--- src/rtl/multicycle_ctrl_pkg.sv ---
// Shared encodings for the multicycle MIPS controller: FSM states, opcodes,
// funct codes and the datapath mux/ALU select values.
package multicycle_ctrl_pkg;

    typedef enum logic [3:0] {
        S_FETCH   = 4'd0,
        S_DECODE  = 4'd1,
        S_MEMADR  = 4'd2,
        S_MEMRD   = 4'd3,
        S_MEMWB   = 4'd4,
        S_MEMWR   = 4'd5,
        S_EXECUTE = 4'd6,
        S_ALUWB   = 4'd7,
        S_BRANCH  = 4'd8,
        S_ADDIEX  = 4'd9,
        S_ADDIWB  = 4'd10,
        S_JUMP    = 4'd11,
        S_JR      = 4'd12,
        S_ILLEGAL = 4'd13
    } state_t;

    localparam logic [5:0] OP_RTYPE = 6'b000000;
    localparam logic [5:0] OP_LW    = 6'b100011;
    localparam logic [5:0] OP_SW    = 6'b101011;
    localparam logic [5:0] OP_BEQ   = 6'b000100;
    localparam logic [5:0] OP_ADDI  = 6'b001000;
    localparam logic [5:0] OP_J     = 6'b000010;

    localparam logic [5:0] FN_ADD = 6'b100000;
    localparam logic [5:0] FN_SUB = 6'b100010;
    localparam logic [5:0] FN_AND = 6'b100100;
    localparam logic [5:0] FN_OR  = 6'b100101;
    localparam logic [5:0] FN_SLT = 6'b101010;
    localparam logic [5:0] FN_JR  = 6'b001000;

    localparam logic [1:0] SRCB_BREG  = 2'b00;
    localparam logic [1:0] SRCB_FOUR  = 2'b01;
    localparam logic [1:0] SRCB_IMM   = 2'b10;
    localparam logic [1:0] SRCB_IMMSH = 2'b11;

    localparam logic [1:0] PC_ALURES = 2'b00;
    localparam logic [1:0] PC_ALUOUT = 2'b01;
    localparam logic [1:0] PC_JUMP   = 2'b10;
    localparam logic [1:0] PC_REGA   = 2'b11;

    localparam logic [2:0] ALU_AND = 3'b000;
    localparam logic [2:0] ALU_OR  = 3'b001;
    localparam logic [2:0] ALU_ADD = 3'b010;
    localparam logic [2:0] ALU_SUB = 3'b110;
    localparam logic [2:0] ALU_SLT = 3'b111;

    typedef enum logic [1:0] {
        ALUOP_ADD   = 2'b00,
        ALUOP_SUB   = 2'b01,
        ALUOP_FUNCT = 2'b10
    } aluop_t;

    // R-type funct codes that the ALU actually implements.
    function automatic logic is_rtype_alu(input logic [5:0] fn);
        return (fn == FN_ADD) || (fn == FN_SUB) || (fn == FN_AND) ||
               (fn == FN_OR)  || (fn == FN_SLT);
    endfunction

endpackage

--- src/rtl/multicycle_ctrl_if.sv ---
// Controller <-> datapath signal bundle: instruction fields and zero flag in,
// mux selects, enables and debug state out.
interface multicycle_ctrl_if;
    logic [5:0] op;
    logic [5:0] funct;
    logic       zero;
    logic       iord;
    logic       memwrite;
    logic       irwrite;
    logic       regdst;
    logic       memtoreg;
    logic       regwrite;
    logic       alusrca;
    logic [1:0] alusrcb;
    logic [1:0] pcsrc;
    logic [2:0] alucontrol;
    logic       pcen;
    logic       halted;
    logic [3:0] state;

    modport master (
        input  op, funct, zero,
        output iord, memwrite, irwrite, regdst, memtoreg, regwrite,
               alusrca, alusrcb, pcsrc, alucontrol, pcen, halted, state
    );

    modport slave (
        output op, funct, zero,
        input  iord, memwrite, irwrite, regdst, memtoreg, regwrite,
               alusrca, alusrcb, pcsrc, alucontrol, pcen, halted, state
    );
endinterface

--- src/rtl/multicycle_alu_decoder.sv ---
// Combinational ALU decoder: aluop selects add/sub directly or defers to funct.
module multicycle_alu_decoder
    import multicycle_ctrl_pkg::*;
(
    input  aluop_t     aluop,
    input  logic [5:0] funct,
    output logic [2:0] alucontrol
);

    always_comb begin
        alucontrol = ALU_ADD;
        case (aluop)
            ALUOP_SUB: alucontrol = ALU_SUB;
            ALUOP_FUNCT: begin
                case (funct)
                    FN_ADD:  alucontrol = ALU_ADD;
                    FN_SUB:  alucontrol = ALU_SUB;
                    FN_AND:  alucontrol = ALU_AND;
                    FN_OR:   alucontrol = ALU_OR;
                    FN_SLT:  alucontrol = ALU_SLT;
                    default: alucontrol = ALU_ADD;
                endcase
            end
            default: alucontrol = ALU_ADD;
        endcase
    end

endmodule

--- src/rtl/multicycle_ctrl.sv ---
// Moore control FSM for a multicycle MIPS datapath with optional memory wait
// states on FETCH, MEMRD and MEMWR.
module multicycle_ctrl
    import multicycle_ctrl_pkg::*;
#(
    parameter int MEM_WAIT = 0
) (
    input  logic             clk,
    input  logic             reset,
    multicycle_ctrl_if.master bus
);

    localparam logic [3:0] WAIT_LAST = 4'(MEM_WAIT);

    state_t     state_q, state_d;
    logic [3:0] wait_q, wait_d;

    logic       mem_state;
    logic       mem_done;

    logic       iord, memwrite, irwrite, regdst, memtoreg, regwrite, alusrca;
    logic [1:0] alusrcb, pcsrc;
    logic       pcwrite, branch, halted;
    aluop_t     aluop;
    logic [2:0] alucontrol;

    always_ff @(posedge clk or posedge reset) begin
        if (reset) begin
            state_q <= S_FETCH;
            wait_q  <= 4'd0;
        end else begin
            state_q <= state_d;
            wait_q  <= wait_d;
        end
    end

    assign mem_state = (state_q == S_FETCH) || (state_q == S_MEMRD) ||
                       (state_q == S_MEMWR);
    assign mem_done  = (wait_q == WAIT_LAST);

    // The counter rests at zero outside memory states, so entry and
    // completion both see it cleared without a separate clear term.
    always_comb begin
        state_d = state_q;
        wait_d  = 4'd0;
        if (mem_state && !mem_done) begin
            wait_d = wait_q + 4'd1;
        end
        case (state_q)
            S_FETCH: if (mem_done) state_d = S_DECODE;
            S_DECODE: begin
                case (bus.op)
                    OP_LW, OP_SW: state_d = S_MEMADR;
                    OP_RTYPE: begin
                        if (bus.funct == FN_JR)          state_d = S_JR;
                        else if (is_rtype_alu(bus.funct)) state_d = S_EXECUTE;
                        else                              state_d = S_ILLEGAL;
                    end
                    OP_BEQ:  state_d = S_BRANCH;
                    OP_ADDI: state_d = S_ADDIEX;
                    OP_J:    state_d = S_JUMP;
                    default: state_d = S_ILLEGAL;
                endcase
            end
            S_MEMADR:  state_d = (bus.op == OP_SW) ? S_MEMWR : S_MEMRD;
            S_MEMRD:   if (mem_done) state_d = S_MEMWB;
            S_MEMWB:   state_d = S_FETCH;
            S_MEMWR:   if (mem_done) state_d = S_FETCH;
            S_EXECUTE: state_d = S_ALUWB;
            S_ALUWB:   state_d = S_FETCH;
            S_BRANCH:  state_d = S_FETCH;
            S_ADDIEX:  state_d = S_ADDIWB;
            S_ADDIWB:  state_d = S_FETCH;
            S_JUMP:    state_d = S_FETCH;
            S_JR:      state_d = S_FETCH;
            S_ILLEGAL: state_d = S_ILLEGAL;
            default:   state_d = S_FETCH;
        endcase
    end

    always_comb begin
        iord     = 1'b0;
        memwrite = 1'b0;
        irwrite  = 1'b0;
        regdst   = 1'b0;
        memtoreg = 1'b0;
        regwrite = 1'b0;
        alusrca  = 1'b0;
        alusrcb  = SRCB_BREG;
        pcsrc    = PC_ALURES;
        pcwrite  = 1'b0;
        branch   = 1'b0;
        halted   = 1'b0;
        aluop    = ALUOP_ADD;
        case (state_q)
            S_FETCH: begin
                alusrcb = SRCB_FOUR;
                irwrite = mem_done;
                pcwrite = mem_done;
            end
            S_DECODE: alusrcb = SRCB_IMMSH;
            S_MEMADR: begin
                alusrca = 1'b1;
                alusrcb = SRCB_IMM;
            end
            S_MEMRD: iord = 1'b1;
            S_MEMWB: begin
                memtoreg = 1'b1;
                regwrite = 1'b1;
            end
            S_MEMWR: begin
                iord     = 1'b1;
                memwrite = mem_done;
            end
            S_EXECUTE: begin
                alusrca = 1'b1;
                aluop   = ALUOP_FUNCT;
            end
            S_ALUWB: begin
                regdst   = 1'b1;
                regwrite = 1'b1;
            end
            S_BRANCH: begin
                alusrca = 1'b1;
                aluop   = ALUOP_SUB;
                pcsrc   = PC_ALUOUT;
                branch  = 1'b1;
            end
            S_ADDIEX: begin
                alusrca = 1'b1;
                alusrcb = SRCB_IMM;
            end
            S_ADDIWB: regwrite = 1'b1;
            S_JUMP: begin
                pcsrc   = PC_JUMP;
                pcwrite = 1'b1;
            end
            S_JR: begin
                pcsrc   = PC_REGA;
                pcwrite = 1'b1;
            end
            S_ILLEGAL: halted = 1'b1;
            default: ;
        endcase
    end

    multicycle_alu_decoder u_alu_dec (
        .aluop      (aluop),
        .funct      (bus.funct),
        .alucontrol (alucontrol)
    );

    assign bus.iord       = iord;
    assign bus.memwrite   = memwrite;
    assign bus.irwrite    = irwrite;
    assign bus.regdst     = regdst;
    assign bus.memtoreg   = memtoreg;
    assign bus.regwrite   = regwrite;
    assign bus.alusrca    = alusrca;
    assign bus.alusrcb    = alusrcb;
    assign bus.pcsrc      = pcsrc;
    assign bus.alucontrol = alucontrol;
    assign bus.pcen       = pcwrite | (branch & bus.zero);
    assign bus.halted     = halted;
    assign bus.state      = state_q;

endmodule
--- src/flat_wrapper.sv ---
// flat-port wrapper written by rule: the top's interface ports become plain ports
module multicycle_ctrl_flat import multicycle_ctrl_pkg::*;
#(
    parameter int MEM_WAIT = 0
)
  (clk, reset, bus_op, bus_funct, bus_zero, bus_iord, bus_memwrite, bus_irwrite, bus_regdst, bus_memtoreg, bus_regwrite, bus_alusrca, bus_alusrcb, bus_pcsrc, bus_alucontrol, bus_pcen, bus_halted, bus_state);
  multicycle_ctrl_if bus_i ();
  input  logic clk;
  input  logic reset;
  input wire logic [$bits(bus_i.op)-1:0] bus_op;
  input wire logic [$bits(bus_i.funct)-1:0] bus_funct;
  input wire logic [$bits(bus_i.zero)-1:0] bus_zero;
  output wire logic [$bits(bus_i.iord)-1:0] bus_iord;
  output wire logic [$bits(bus_i.memwrite)-1:0] bus_memwrite;
  output wire logic [$bits(bus_i.irwrite)-1:0] bus_irwrite;
  output wire logic [$bits(bus_i.regdst)-1:0] bus_regdst;
  output wire logic [$bits(bus_i.memtoreg)-1:0] bus_memtoreg;
  output wire logic [$bits(bus_i.regwrite)-1:0] bus_regwrite;
  output wire logic [$bits(bus_i.alusrca)-1:0] bus_alusrca;
  output wire logic [$bits(bus_i.alusrcb)-1:0] bus_alusrcb;
  output wire logic [$bits(bus_i.pcsrc)-1:0] bus_pcsrc;
  output wire logic [$bits(bus_i.alucontrol)-1:0] bus_alucontrol;
  output wire logic [$bits(bus_i.pcen)-1:0] bus_pcen;
  output wire logic [$bits(bus_i.halted)-1:0] bus_halted;
  output wire logic [$bits(bus_i.state)-1:0] bus_state;
  assign bus_i.op = bus_op;
  assign bus_i.funct = bus_funct;
  assign bus_i.zero = bus_zero;
  assign bus_iord = bus_i.iord;
  assign bus_memwrite = bus_i.memwrite;
  assign bus_irwrite = bus_i.irwrite;
  assign bus_regdst = bus_i.regdst;
  assign bus_memtoreg = bus_i.memtoreg;
  assign bus_regwrite = bus_i.regwrite;
  assign bus_alusrca = bus_i.alusrca;
  assign bus_alusrcb = bus_i.alusrcb;
  assign bus_pcsrc = bus_i.pcsrc;
  assign bus_alucontrol = bus_i.alucontrol;
  assign bus_pcen = bus_i.pcen;
  assign bus_halted = bus_i.halted;
  assign bus_state = bus_i.state;
  multicycle_ctrl #(.MEM_WAIT(MEM_WAIT)) u_core (.clk(clk), .reset(reset), .bus(bus_i));
endmodule
--- config.mk ---
export PLATFORM = sky130hd
export DESIGN_NAME = multicycle_ctrl_flat
export DESIGN_NICKNAME = d
export VERILOG_FILES = /design/src/rtl/multicycle_ctrl_pkg.sv /design/src/rtl/multicycle_ctrl_if.sv /design/src/rtl/multicycle_alu_decoder.sv /design/src/rtl/multicycle_ctrl.sv /design/src/flat_wrapper.sv
export SDC_FILE = /design/constraint.sdc
export NUM_CORES = 1
export LEC_CHECK = 0
export BUFFER_PORTS_ARGS = -buffer_cell sky130_fd_sc_hd__buf_4
export CAP_MARGIN = 20
export CELL_PAD_IN_SITES_DETAIL_PLACEMENT = 1
export CELL_PAD_IN_SITES_GLOBAL_PLACEMENT = 1
export CORE_MARGIN = 5
export CORE_UTILIZATION = 37
export CTS_CLUSTER_DIAMETER = 30
export DETAILED_ROUTE_END_ITERATION = 7
export PLACE_DENSITY_LB_ADDON = 0.1
export SYNTH_ARGS = -nofsm -noshare
export SYNTH_HDL_FRONTEND = slang
export SYNTH_SLANG_ARGS = --single-unit
--- constraint.sdc ---
create_clock -name clk -period 2.35 [get_ports clk]
set_input_delay 0.1175 -clock clk [delete_from_list [all_inputs] [get_ports clk]]
set_output_delay 0.1175 -clock clk [all_outputs]
set_load 0.02 [all_outputs]
# Yosys cells after proc, flatten, opt, wreduce, memory -nomap -nowiden
# Index checks and enable logic that the tools add are counted.
[op_classes]
add_sub_neg = 1
bitwise_logic = 2
n_eq_ne = 29
mux = 24
reduce_logical = 18
[ops]
columns = ["cell", "count"]
rows = [
  ["$eq A6 B6 Y1 const B", 7],
  ["$pmux W4 S8", 1],
  ["$eq A4 B4 Y1 const B", 6],
  ["$mux W4", 6],
  ["$pmux W4 S5", 1],
  ["$eq A4 B3 Y1 const B", 4],
  ["$eq A6 B4 Y1 const B", 2],
  ["$pmux W2 S3", 2],
  ["$pmux W3 S4", 1],
  ["$mux W1", 9],
  ["$eq A4 B2 Y1 const B", 2],
  ["$logic_not A4 Y1", 2],
  ["$reduce_or A2 Y1", 4],
  ["$eq A6 B2 Y1 const B", 1],
  ["$eq A6 B3 Y1 const B", 1],
  ["$logic_not A6 Y1", 1],
  ["$logic_or A1 B1 Y1", 6],
  ["$ne A2 B1 Y1 const B", 3],
  ["$pmux W3 S2", 1],
  ["$add A4 B1 Y4 const B", 1],
  ["$eq A4 B1 Y1 const B", 1],
  ["$pmux W2 S2", 1],
  ["$reduce_or A4 Y1", 1],
  ["$mux W3", 1],
  ["9 further kinds", 9],
]
[word_totals]
in_bits = 15
out_inout_bits = 20
regBits = 8
wordCells = 76

# Longest topological paths before layout
# Gate-level depths: netlist (run 1).
[logic_depth]
depth_word = 9
depth_mapped = 7
depth_no_buf = 6

# Modules after synthesis
# Synthesis (run 1) repeated with hierarchy kept, for this count alone.
[hier_totals]
hier_cells = 120
hier_area_um2 = 910.9
[modules_own_cells]
columns = ["mod", "instances", "cells_each", "area_each_um2"]
rows = [
  ["multicycle_ctrl", 1, 105, 792.0],
  ["multicycle_alu_decoder", 1, 15, 118.9],
]

# Worst setup path before layout (run 1)
# Ideal clock, no wire load.
[synth_path]
path_type = "register to output"
from = "register u_core.state_q[2], in the netlist u_core.bus.state[2]"
to = "output bus_alucontrol[0]"
n_path_buf = 1
stages_incl_launch_ff = 6
arrival_time_ns = 1.872
required_ns = 2.233
slack_ns = 0.360
cell_sequence = "dfrtp_1 > buf_2 > nand2b_1 > nor3_1 > ha_1 > nor3b_1"
[synth_between]
elab_chain_len = 4
elab_cells_between_ends = 6
cone_classes = "eq/ne (4); mux (2)"
[synth_lines]
columns = ["item", "line_no", "source"]
rows = [
  ["start, declared", "multicycle_ctrl.sv:15", "state_t state_q, state_d;"],
  ["start signal, assigned", "multicycle_ctrl.sv:32", "state_q <= state_d;"],
  ["$eq A4 B4 Y1 / $eq A4 B3 Y1 (equally long branches)", "multicycle_ctrl.sv:95", "case (state_q)"],
  ["$pmux W2 S2 (*)", "multicycle_ctrl.sv:95", ""],
  ["$eq A2 B2 Y1 / $eq A2 B1 Y1 (equally long branches)", "multicycle_alu_decoder.sv:12", "case (aluop)"],
  ["$pmux W3 S2 (*)", "multicycle_alu_decoder.sv:12", ""],
  ["end, declared", "flat_wrapper.sv:22", "output wire logic [$bits(bus_i.alucontrol)-1:0] bus_alucontrol;"],
]
# Mark *: on every way between the ends. The rest lies on a longest branch, timed or not.

# Worst setup path after layout (run 1)
[layout_path]
from = "register u_core.state_q[0], in the netlist u_core.bus.state[0]"
to = "output bus_alucontrol[1]"
# The elaborated chain is that of the path after synthesis.

==> run_results.csv, run 1 <==
group,metric,value,unit
placement,port_buffers,34,
synthesis,synth_area_per_cell,7.91,um2
critical_path,cp_max_fo,13,
timing,tightest_slew,0.475,ns
power,p_leak,0.563,nW
global_routing,track_usage,0.168,
critical_path,end_kind,"primary output",
timing,period_needed,2.08,ns
cts,cts_buffers,3,
timing,finalHoldViolations,0,
floorplanning,die_x,60.7,um
global_routing,first_global_vias,1032,
timing,max_freq,480,MHz
timing,fin_tns_setup,0,ns
placement,numPlacedInstances,180,
placement,dp_hpwl,2230,um
routing,via_per_inst,5.60,
power,ir_drop,0.590,mV
synthesis,synthFlopType,"dfrtp_1",
critical_path,r2r.worst_path.cells,6,
layout,stdcell_count,184,
critical_path,arrival,1.96,ns
synthesis,async_flop_share,1.00,
synthesis,synth.top_cells.by_area,"dfrtp_1 21%, ha_1 5.3%, nor2_1 4.0%",
synthesis,synth_enable_flop_cells,0,
layout,n_fill_cell,328,
critical_path,cpPeakStageDelay,0.53,ns
cts,htreeDepth,1,
floorplanning,initial_utilization,0.383,
floorplanning,core,2480,um2
routing,route.vias.total,1031,
cts,ctsResizeCount,0,
synthesis,synth.cell_area,950,um2
synthesis,ys.warnings.count,0,
layout,area_growth,31.9,%
min_path,hp-class,"in -> reg",
floorplanning,row_count,18,
critical_path,crit_start,"u_core.bus.state[0]",
cts,cts_tree,"built",
timing,setup_viol,0,
cts,clock_tree.buffer_depth,2,
min_path,worstHoldStart,"bus_op[4]",
routing,first_iter_violations,18,
layout,seqCellArea,200,um2
timing,rsz0062_at_grt,"no",
routing,routed_wl,2690,um
timing,finalCritPeriodShare,0.886,
synthesis,synth-seq-cells,8,
run,maxCapViolCount,0,
cts,clkLatencyLatePin,0.26,ns
timing,skew,0.00683,ns
routing,drc,0,
critical_path,critPathKind,"reg -> out",
global_routing,gr-total-overflow,0,
power,p_per_area,1010,nW/um2
cts,cts-root-buf,"clkbuf_4",
timing,relSlewSlack,0.681,
critical_path,slowest_stage,"dfrtp_1",
timing,maxSlewViolCount,0,
routing,postRouteAntennaNets,0,
cts,clk_pin_slew_worst_paths,0.06,ns
placement,gp_congestion,0.796,
floorplanning,die_y,60.7,um
synthesis,synthCells,120,
synthesis,yosysTopAreaCell,"dfrtp_1",
layout,nets,175,
run_status,run_status,"finished, final reports clean",
cts,numClockSinks,8,
layout,multiInputGateArea,674,um2
floorplanning,io_pins,35,
critical_path,cp_cell_sequence,"nor3_1 > ha_1 > a211o_1 > buf_4",
global_routing,antenna_found_initial,0,
synthesis,synth_cell_type_count,48,
min_path,worstHoldPathCells,3,
global_routing,grt_pass1_wl,4690,um
layout,drive_gt1_frac,0.312,
routing,wl_per_cell,14.6,um
routing,dr.pass1.iters,4,
critical_path,required,2.23,ns
floorplanning,dieArea,3680,um2
critical_path,reg2reg_from,"u_core.wait_q[0]",
synthesis,yosysSeqAreaShare,0.211,
global_routing,grt_max_degree,17,
critical_path,worst_setup_path_start_kind,"register",
synthesis,syn_nets,139,
synthesis,synth_top_area_share,0.211,
layout,diodes,0,
## layout make-up
type / instances / area share
Timing Repair Buffer: 38 / 0.230
Tap cell: 30 / 0.0300
Clock buffer: 3 / 0.0180
Inverter: 8 / 0.0240
Multi-Input combinational cell: 97 / 0.538
Sequential cell: 8 / 0.160
## layout by cell type (no fill, tap or decap), types with 2 or more instances in the layout
master / synthesis / layout
a21oi_1: 3 / 3
nor4b_1: 2 / 2
and3_1: 4 / 4
nand2b_1: 5 / 5
o211ai_1: 2 / 2
inv_1: 8 / 8
o21ai_0: 5 / 5
and2_1: 2 / 2
mux2i_1: 2 / 2
or3_1: 2 / 2
buf_4: 1 / 37
a211o_1: 3 / 3
nand2_1: 4 / 4
dfrtp_1: 8 / 8
nor3_1: 5 / 5
nand3_1: 5 / 5
nor2_1: 10 / 10
nor2b_1: 6 / 6
nor4_1: 2 / 2
ha_1: 4 / 4
clkbuf_4: 0 / 3
xnor2_1: 3 / 3
nor3b_1: 5 / 5
## logic make-up after synthesis
| group | Yosys count | share of synthesized area |
|---|---|---|
| simple gates | 62 | 0.403 |
| compound gates | 24 | 0.184 |
| buf+inv | 15 | 0.0790 |
| flops | 8 | 0.211 |
| xor+xnor | 4 | 0.0369 |
| fa+ha+maj | 4 | 0.0527 |
| mux | 3 | 0.0329 |
## flip-flops by register name, indices dropped and copies added (netlist names)
register	flops
u_core.bus.state	4
u_core.wait_q	4
## cell usage after synthesis (2+ instances only)
cell,instances
nor2_1,10
dfrtp_1,8
inv_1,8
nor2b_1,6
nand2b_1,5
nand3_1,5
nor3_1,5
nor3b_1,5
o21ai_0,5
and3_1,4
buf_2,4
ha_1,4
nand2_1,4
a211o_1,3
a21oi_1,3
xnor2_1,3
and2_1,2
mux2i_1,2
nor4_1,2
nor4b_1,2
o211ai_1,2
or3_1,2
## routing by layer
metal | wire length, um | up-vias | track usage
met4 | 51 | 0 | 0.0743
met1 | 1160 | 489 | 0.207
li1 | - | 507 | -
met5 | 0 | - | 0
met3 | 119 | 4 | 0.0170
met2 | 1360 | 31 | 0.293
## critical path, delay by kind of cell (launching register included)
family | cells | cell delay [ns]
compound gates | 1 | 0.23
simple gates | 1 | 0.45
fa+ha+maj | 1 | 0.34
buf+inv | 1 | 0.16
flops | 1 | 0.53
## report_power, final
group	total, mW	switching [mW]	internal, mW
Sequential	0.232	0.0628	0.169
Clock	0.104	0.0459	0.0584
Combinational	0.932	0.518	0.415
## timing repair
action                                 CTS  global route
endpoints found under the hold margin    8             0
hold buffers                             1             0
buffers inserted                         0             0
## final timing paths
| kind | slack, ns | end |
|---|---|---|
| max | 0.27 | bus_alucontrol[1] |
| min | 0.14 | u_core.bus.state[0] |
| max reg2reg | 0.72 | u_core.bus.state[0] |
| min reg2reg | 0.50 | u_core.wait_q[0] |
| max in group asynchronous | 1.75 | u_core.wait_q[2] |
| min in group asynchronous | 0.36 | u_core.wait_q[1] |
## through the flow
step | power, mW | utilization | hold slack (ns) | instance area, um2 | setup slack [ns]
after floorplan | 0.851 | - | -0.0668 | 950 | 0.360
after global placement | 1.15 | 0.492 | 0.0845 | 1220 | 0.614
after detailed placement | 1.17 | 0.492 | 0.0875 | 1220 | 0.559
after CTS | 1.28 | 0.506 | 0.132 | 1250 | 0.266
after global routing | 1.37 | 0.506 | 0.153 | 1250 | 0.0600
final | 1.27 | 0.506 | 0.139 | 1250 | 0.268
(Power assumes the default switching activity.)
==> inputs of run 2 (changes only) <==
--- a/config.mk
+++ b/config.mk
@@ -5,12 +5,13 @@
 export SDC_FILE = /design/constraint.sdc
 export NUM_CORES = 1
 export LEC_CHECK = 0
+export ABC_AREA = 1
 export BUFFER_PORTS_ARGS = -buffer_cell sky130_fd_sc_hd__buf_4
 export CAP_MARGIN = 20
 export CELL_PAD_IN_SITES_DETAIL_PLACEMENT = 1
 export CELL_PAD_IN_SITES_GLOBAL_PLACEMENT = 1
 export CORE_MARGIN = 5
-export CORE_UTILIZATION = 37
+export CORE_UTILIZATION = 34
 export CTS_CLUSTER_DIAMETER = 30
 export DETAILED_ROUTE_END_ITERATION = 7
 export PLACE_DENSITY_LB_ADDON = 0.1
==> constraint.sdc (replaced) <==
create_clock -name clk -period 2.55 [get_ports clk]
set_input_delay 0.1275 -clock clk [delete_from_list [all_inputs] [get_ports clk]]
set_output_delay 0.1275 -clock clk [all_outputs]
set_load 0.02 [all_outputs]
==> run 2 against run 1 <==
  * Die area increased by 0.66%
  * Synthesized area decreased by 7.4%
  * Critical path depth increased by 5
  * First-iteration DRC count decreased by 100%
  * Critical path type unchanged
  * Total power decreased by 7.6%
  * Count of clock-buffer cells in the layout unchanged
  * Via count increased by 0.97%
  * Critical endpoint is now bus_alucontrol[2]
==> run_results.csv, run 2 <==
group,metric,value,unit
synthesis,synth.cell_area,880,um2
min_path,worstHoldStart,"bus_op[2]",
timing,maxSlewViolCount,0,
run,maxCapViolCount,0,
layout,nets,205,
routing,dr.pass1.iters,1,
floorplanning,io_pins,35,
global_routing,grt_max_degree,9,
cts,clkLatencyLatePin,0.24,ns
timing,finalCritPeriodShare,0.778,
timing,finalHoldViolations,0,
synthesis,yosysMostFrequentCell,"nand2_1",
synthesis,yosys-top-cells-count,"29 x nand2_1, 28 x nor2_1, 25 x inv_1",
routing,via_per_inst,4.86,
placement,port_buffers,34,
floorplanning,die_x,60.9,um
critical_path,crit_start,"u_core.bus.state[3]",
cts,ctsResizeCount,0,
power,p_leak,0.677,nW
min_path,hp-class,"in -> reg",
synthesis,synthFlopType,"dfrtp_1",
routing,wl_per_cell,11.9,um
synthesis,synthCells,146,
placement,gp_congestion,0.812,
synthesis,synth_cell_type_count,23,
critical_path,reg2reg_slack,1.18,ns
layout,layout.cells.most_common,"buf_4",
placement,dp_hpwl,2260,um
critical_path,required,2.42,ns
routing,routed_wl,2550,um
floorplanning,core,2480,um2
synthesis,yosysSeqAreaShare,0.228,
critical_path,end_kind,"primary output",
routing,postRouteAntennaNets,0,
timing,setup_viol,0,
floorplanning,die_y,60.9,um
synthesis,synth-seq-cells,8,
critical_path,arrival,1.86,ns
synthesis,yosysTopAreaCell,"dfrtp_1",
routing,drc,0,
layout,diodes,0,
floorplanning,dieArea,3700,um2
cts,cts_buffers,3,
timing,max_freq,504,MHz
floorplanning,row_count,18,
critical_path,worst_setup_path_start_kind,"register",
synthesis,ys.warnings.count,0,
synthesis,synth_area_per_cell,6.02,um2
global_routing,antenna_found_initial,0,
power,p_per_area,972,nW/um2
layout,seqCellArea,200,um2
power,ir_drop,0.554,mV
layout,layout_common_cells,"34 x buf_4, 29 x nand2_1, 28 x nor2_1",
cts,numClockSinks,8,
synthesis,syn_nets,165,
synthesis,async_flop_share,1.00,
run_status,run_status,"finished, final reports clean",
cts,clk_pin_slew_worst_paths,0.06,ns
critical_path,reg2reg_from,"u_core.bus.state[2]",
cts,clock_tree.buffer_depth,2,
layout,drive_gt1_frac,0.288,
layout,area_growth,37.0,%
layout,n_fill_cell,371,
layout,multiInputGateArea,567,um2
power,seqPwrFrac,0.174,
power,power.share.combinational,0.748,
synthesis,synth.top_cells.by_area,"dfrtp_1 23%, nand2_1 12%, nor2_1 12%",
timing,period_needed,1.98,ns
cts,htreeDepth,1,
cts,cts_tree,"built",
critical_path,critPathKind,"reg -> out",
timing,rsz0062_at_grt,"no",
cts,hold_buffers,1,
power,p_int,0.539,mW
synthesis,synth_top_area_share,0.228,
global_routing,track_usage,0.147,
timing,relSlewSlack,0.790,
timing,skew,0.00595,ns
placement,numPlacedInstances,210,
floorplanning,initial_utilization,0.355,
power,p_sw_frac,0.540,
cts,cts-root-buf,"clkbuf_4",
power,p_clk_frac,0.078,
power,switchingPower,0.632,mW
global_routing,gr-total-overflow,0,
layout,stdcell_count,214,
routing,route.vias.total,1041,
global_routing,grt_pass1_wl,4220,um
timing,tightest_slew,0.315,ns
synthesis,synth_enable_flop_cells,0,
cts,post_cts_buffers,0,
critical_path,cp_max_fo,6,
power,p_total,1.17,mW
timing,fin_tns_setup,0,ns
global_routing,first_global_vias,1011,
routing,first_iter_violations,0,
run 2: power by group through the flow:
stage,registers (mW),logic [mW],clock network [mW]
after global placement,0.203,0.869,0
after global routing,0.208,0.956,0.104
after floorplan,0.234,0.521,0
after CTS,0.203,0.887,0.0957
after detailed placement,0.205,0.884,0
final,0.204,0.876,0.0920
run 2: path summary, 6_finish.rpt:
kind	end	depth (start not counted)
max in group asynchronous	u_core.bus.state[1]	3
min	u_core.bus.state[3]	5
max reg2reg	u_core.bus.state[2]	9
min reg2reg	u_core.wait_q[0]	1
max	bus_alucontrol[2]	9
min in group asynchronous	u_core.bus.state[3]	3
run 2: kinds of logic after synthesis:
kind of cell / count (synthesis) / synth area share
AND/OR/NAND/NOR: 87 / 0.469
buffers and inverters: 30 / 0.128
AO/OA/AOI/OAI: 15 / 0.0982
flip-flops: 8 / 0.228
adder cells (fa/ha/maj): 4 / 0.0569
XOR/XNOR: 2 / 0.0199
run 2: metrics by stage:
step	util	hold slack (ns)	cell area, um2	worst slack (ns)
floorplan	-	-0.0568	880	0.834
finish	0.486	0.291	1200	0.567
global route	0.486	0.319	1200	0.418
CTS	0.486	0.295	1200	0.534
global placement	0.473	0.0911	1170	0.901
detailed placement	0.473	0.0986	1170	0.813
run 2: layout make-up:
| cell class | instances | share of cell area |
|---|---|---|
| flip-flops and latches | 8 | 0.166 |
| clock buffers | 3 | 0.0187 |
| inverters | 30 | 0.0935 |
| multi-input cells | 108 | 0.470 |
| repair buffers | 35 | 0.220 |
| well taps | 30 | 0.0312 |
run 2: critical path: stages, from the launching register on:
cell and delay [ns]:
dfrtp_1 0.41, inv_2 0.11, nor2_1 0.13, inv_1 0.08, nor2_1 0.20, inv_1 0.09
ha_1 0.22, o2111ai_1 0.11, a21oi_1 0.09, buf_4 0.16
run 2: per-layer routing:
metal  GRT usage  routed length [um]  up-vias
li1            -                   -      538
met1       0.190                1140      483
met2       0.266                1270       18
met3      0.0170                 129        2
met4      0.0279                  14        0
met5           0                   0        -
==> inputs of run 3 (changes only) <==
--- a/config.mk
+++ b/config.mk
@@ -5,7 +5,7 @@
 export SDC_FILE = /design/constraint.sdc
 export NUM_CORES = 1
 export LEC_CHECK = 0
-export ABC_AREA = 1
+export ABC_AREA = 0
 export BUFFER_PORTS_ARGS = -buffer_cell sky130_fd_sc_hd__buf_4
 export CAP_MARGIN = 20
 export CELL_PAD_IN_SITES_DETAIL_PLACEMENT = 1
==> constraint.sdc (replaced) <==
create_clock -name clk -period 1.89 [get_ports clk]
set_input_delay 0.0945 -clock clk [delete_from_list [all_inputs] [get_ports clk]]
set_output_delay 0.0945 -clock clk [all_outputs]
set_load 0.02 [all_outputs]
==> run 3 against run 2 <==
  * Design area up 12%
  * First-iteration DRC count is 38 higher
  * Highest routed layer unchanged
  * Die area rose by 6.6%
  * Via count grew 1.8%
  * Clock power up 45%
  * Clock skew shrank 0.0044 ns
==> run_results.csv, run 3 (synthesis results as in run 1) <==
group,metric,value,unit
run_status,run_status,"finished, final reports clean",
routing,first_iter_violations,38,
cts,clkLatencyLatePin,0.26,ns
floorplanning,die_x,62.9,um
global_routing,antenna_found_initial,0,
timing,finalHoldViolations,0,
critical_path,cp_cell_sequence,"nand2b_4 > nor3_4 > buf_4 > ha_4 > a211o_1 > buf_4",
layout,nets,181,
layout,layout.cells.most_common,"buf_4",
critical_path,arrival,1.73,ns
critical_path,cpPeakStageDelay,0.47,ns
min_path,hp-class,"in -> reg",
floorplanning,row_count,19,
cts,cts_buffers,3,
run,maxCapViolCount,0,
floorplanning,dieArea,3950,um2
floorplanning,die_y,62.9,um
timing,max_freq,548,MHz
timing,setup_viol,0,
cts,clock_tree.buffer_depth,2,
critical_path,end_kind,"primary output",
critical_path,worst_setup_path_start_kind,"register",
global_routing,first_global_vias,1111,
cts,htreeDepth,1,
routing,dr.pass1.iters,4,
cts,numClockSinks,8,
power,ir_drop,0.747,mV
timing,finalCritPeriodShare,0.966,
routing,wl_per_cell,15.9,um
cts,cts-root-buf,"clkbuf_4",
layout,n_fill_cell,350,
cts,clk_pin_slew_worst_paths,0.05,ns
power,p_per_area,1290,nW/um2
power,p_leak,0.603,nW
layout,final_core_util,0.497,
timing,relSlewSlack,0.689,
critical_path,crit_top_cell,"buf_4",
layout,multiInputGateArea,721,um2
critical_path,cp_max_fo,5,
floorplanning,io_pins,35,
placement,dp_hpwl,2440,um
critical_path,critPathKind,"reg -> out",
timing,period_needed,1.83,ns
critical_path,slowest_stage,"dfrtp_1",
routing,route.vias.total,1060,
layout,drive_gt1_frac,0.388,
timing,tightest_slew,0.463,ns
global_routing,gr-total-overflow,0,
global_routing,grt_pass1_wl,5000,um
cts,cts_tree,"built",
timing,skew,0.00154,ns
timing,fin_tns_setup,0,ns
placement,port_buffers,34,
critical_path,critPathTopFamily,"flip-flops",
layout,diodes,0,
routing,routed_wl,3040,um
critical_path,cp_num_buf_inv,2,
layout,layout_common_cells,"43 x buf_4, 10 x nor2_1, 8 x inv_1",
routing,via_per_inst,5.55,
floorplanning,initial_utilization,0.350,
placement,gp_congestion,0.768,
routing,drc,0,
layout,area_growth,41.8,%
critical_path,required,1.80,ns
global_routing,track_usage,0.151,
layout,seqCellArea,201,um2
timing,maxSlewViolCount,0,
routing,postRouteAntennaNets,0,
floorplanning,core,2710,um2
global_routing,grt_max_degree,17,
-- run 3: cell types whose count changed in the layout (fill, tap and decap cells not counted), moves of 5 or more --
cell / change
buf_4: +9
inv_1: -17
inv_2: -5
nand2_1: -26
nand3_1: -6
nor2_1: -18
nor2_2: -5
nor2b_1: +5
-- run 3: path summary, 6_finish.rpt --
check / start / to / slack, ns / cells after the start
worst min-delay path: bus_op[4] / u_core.bus.state[2] / 0.12 / 3
worst max-delay path: u_core.bus.state[3] / bus_alucontrol[1] / 0.06 / 6
max in group asynchronous: reset / u_core.bus.state[1] / 1.28 / 3
min in group asynchronous: reset / u_core.wait_q[1] / 0.35 / 3
worst min register to register: u_core.wait_q[0] / u_core.wait_q[0] / 0.46 / 1
worst max register to register: u_core.wait_q[1] / u_core.bus.state[0] / 0.23 / 6
-- run 3: power by group --
group	switching, mW	internal (mW)	leakage, nW	total [mW]
clock	0.0604	0.0728	0.0138	0.133
sequential	0.0544	0.212	0.105	0.266
combinational	0.733	0.600	0.484	1.33
total	0.848	0.884	0.603	1.73
-- run 3: metal layers --
metal | vias to the layer above | track usage | routed length (um)
met3 | 4 | 0.0162 | 97
li1 | 518 | - | -
met2 | 24 | 0.294 | 1680
met5 | - | 0 | 0
met1 | 514 | 0.170 | 1210
met4 | 0 | 0.0424 | 46
-- run 3: worst min-delay path, stage by stage --
cell	delay, ns
buf_4	0.09
a2bb2oi_1	0.08
nand3b_1	0.08
-- run 3: layout make-up --
| class | count | share of cell area |
|---|---|---|
| Timing Repair Buffer | 44 | 0.247 |
| Inverter | 8 | 0.0223 |
| Clock buffer | 3 | 0.0167 |
| Sequential cell | 8 | 0.150 |
| Multi-Input combinational cell | 97 | 0.535 |
| Tap cell | 31 | 0.0288 |
-- run 3: what timing repair did --
action,4_1_cts,5_1_grt
buffers inserted,2,3
pin swaps,1,1
setup endpoints to repair,3,4
gates cloned,0,0
hold endpoints to repair,8,0
resized for setup,5,3
hold buffers,1,0
-- run 3: stage by stage --
| stage | hold WS, ns | worst slack, ns | cell area, um2 | instances | power, mW |
|---|---|---|---|---|---|
| floorplan | -0.0898 | 0.106 | 955 | 120 | 1.06 |
| global placement | 0.0733 | 0.215 | 1230 | 182 | 1.46 |
| detailed placement | 0.0787 | 0.0477 | 1230 | 182 | 1.50 |
| CTS | 0.122 | 0.0133 | 1310 | 188 | 1.72 |
| global route | 0.124 | -0.00963 | 1350 | 191 | 1.86 |
| finish | 0.116 | 0.0638 | 1350 | 191 | 1.73 |
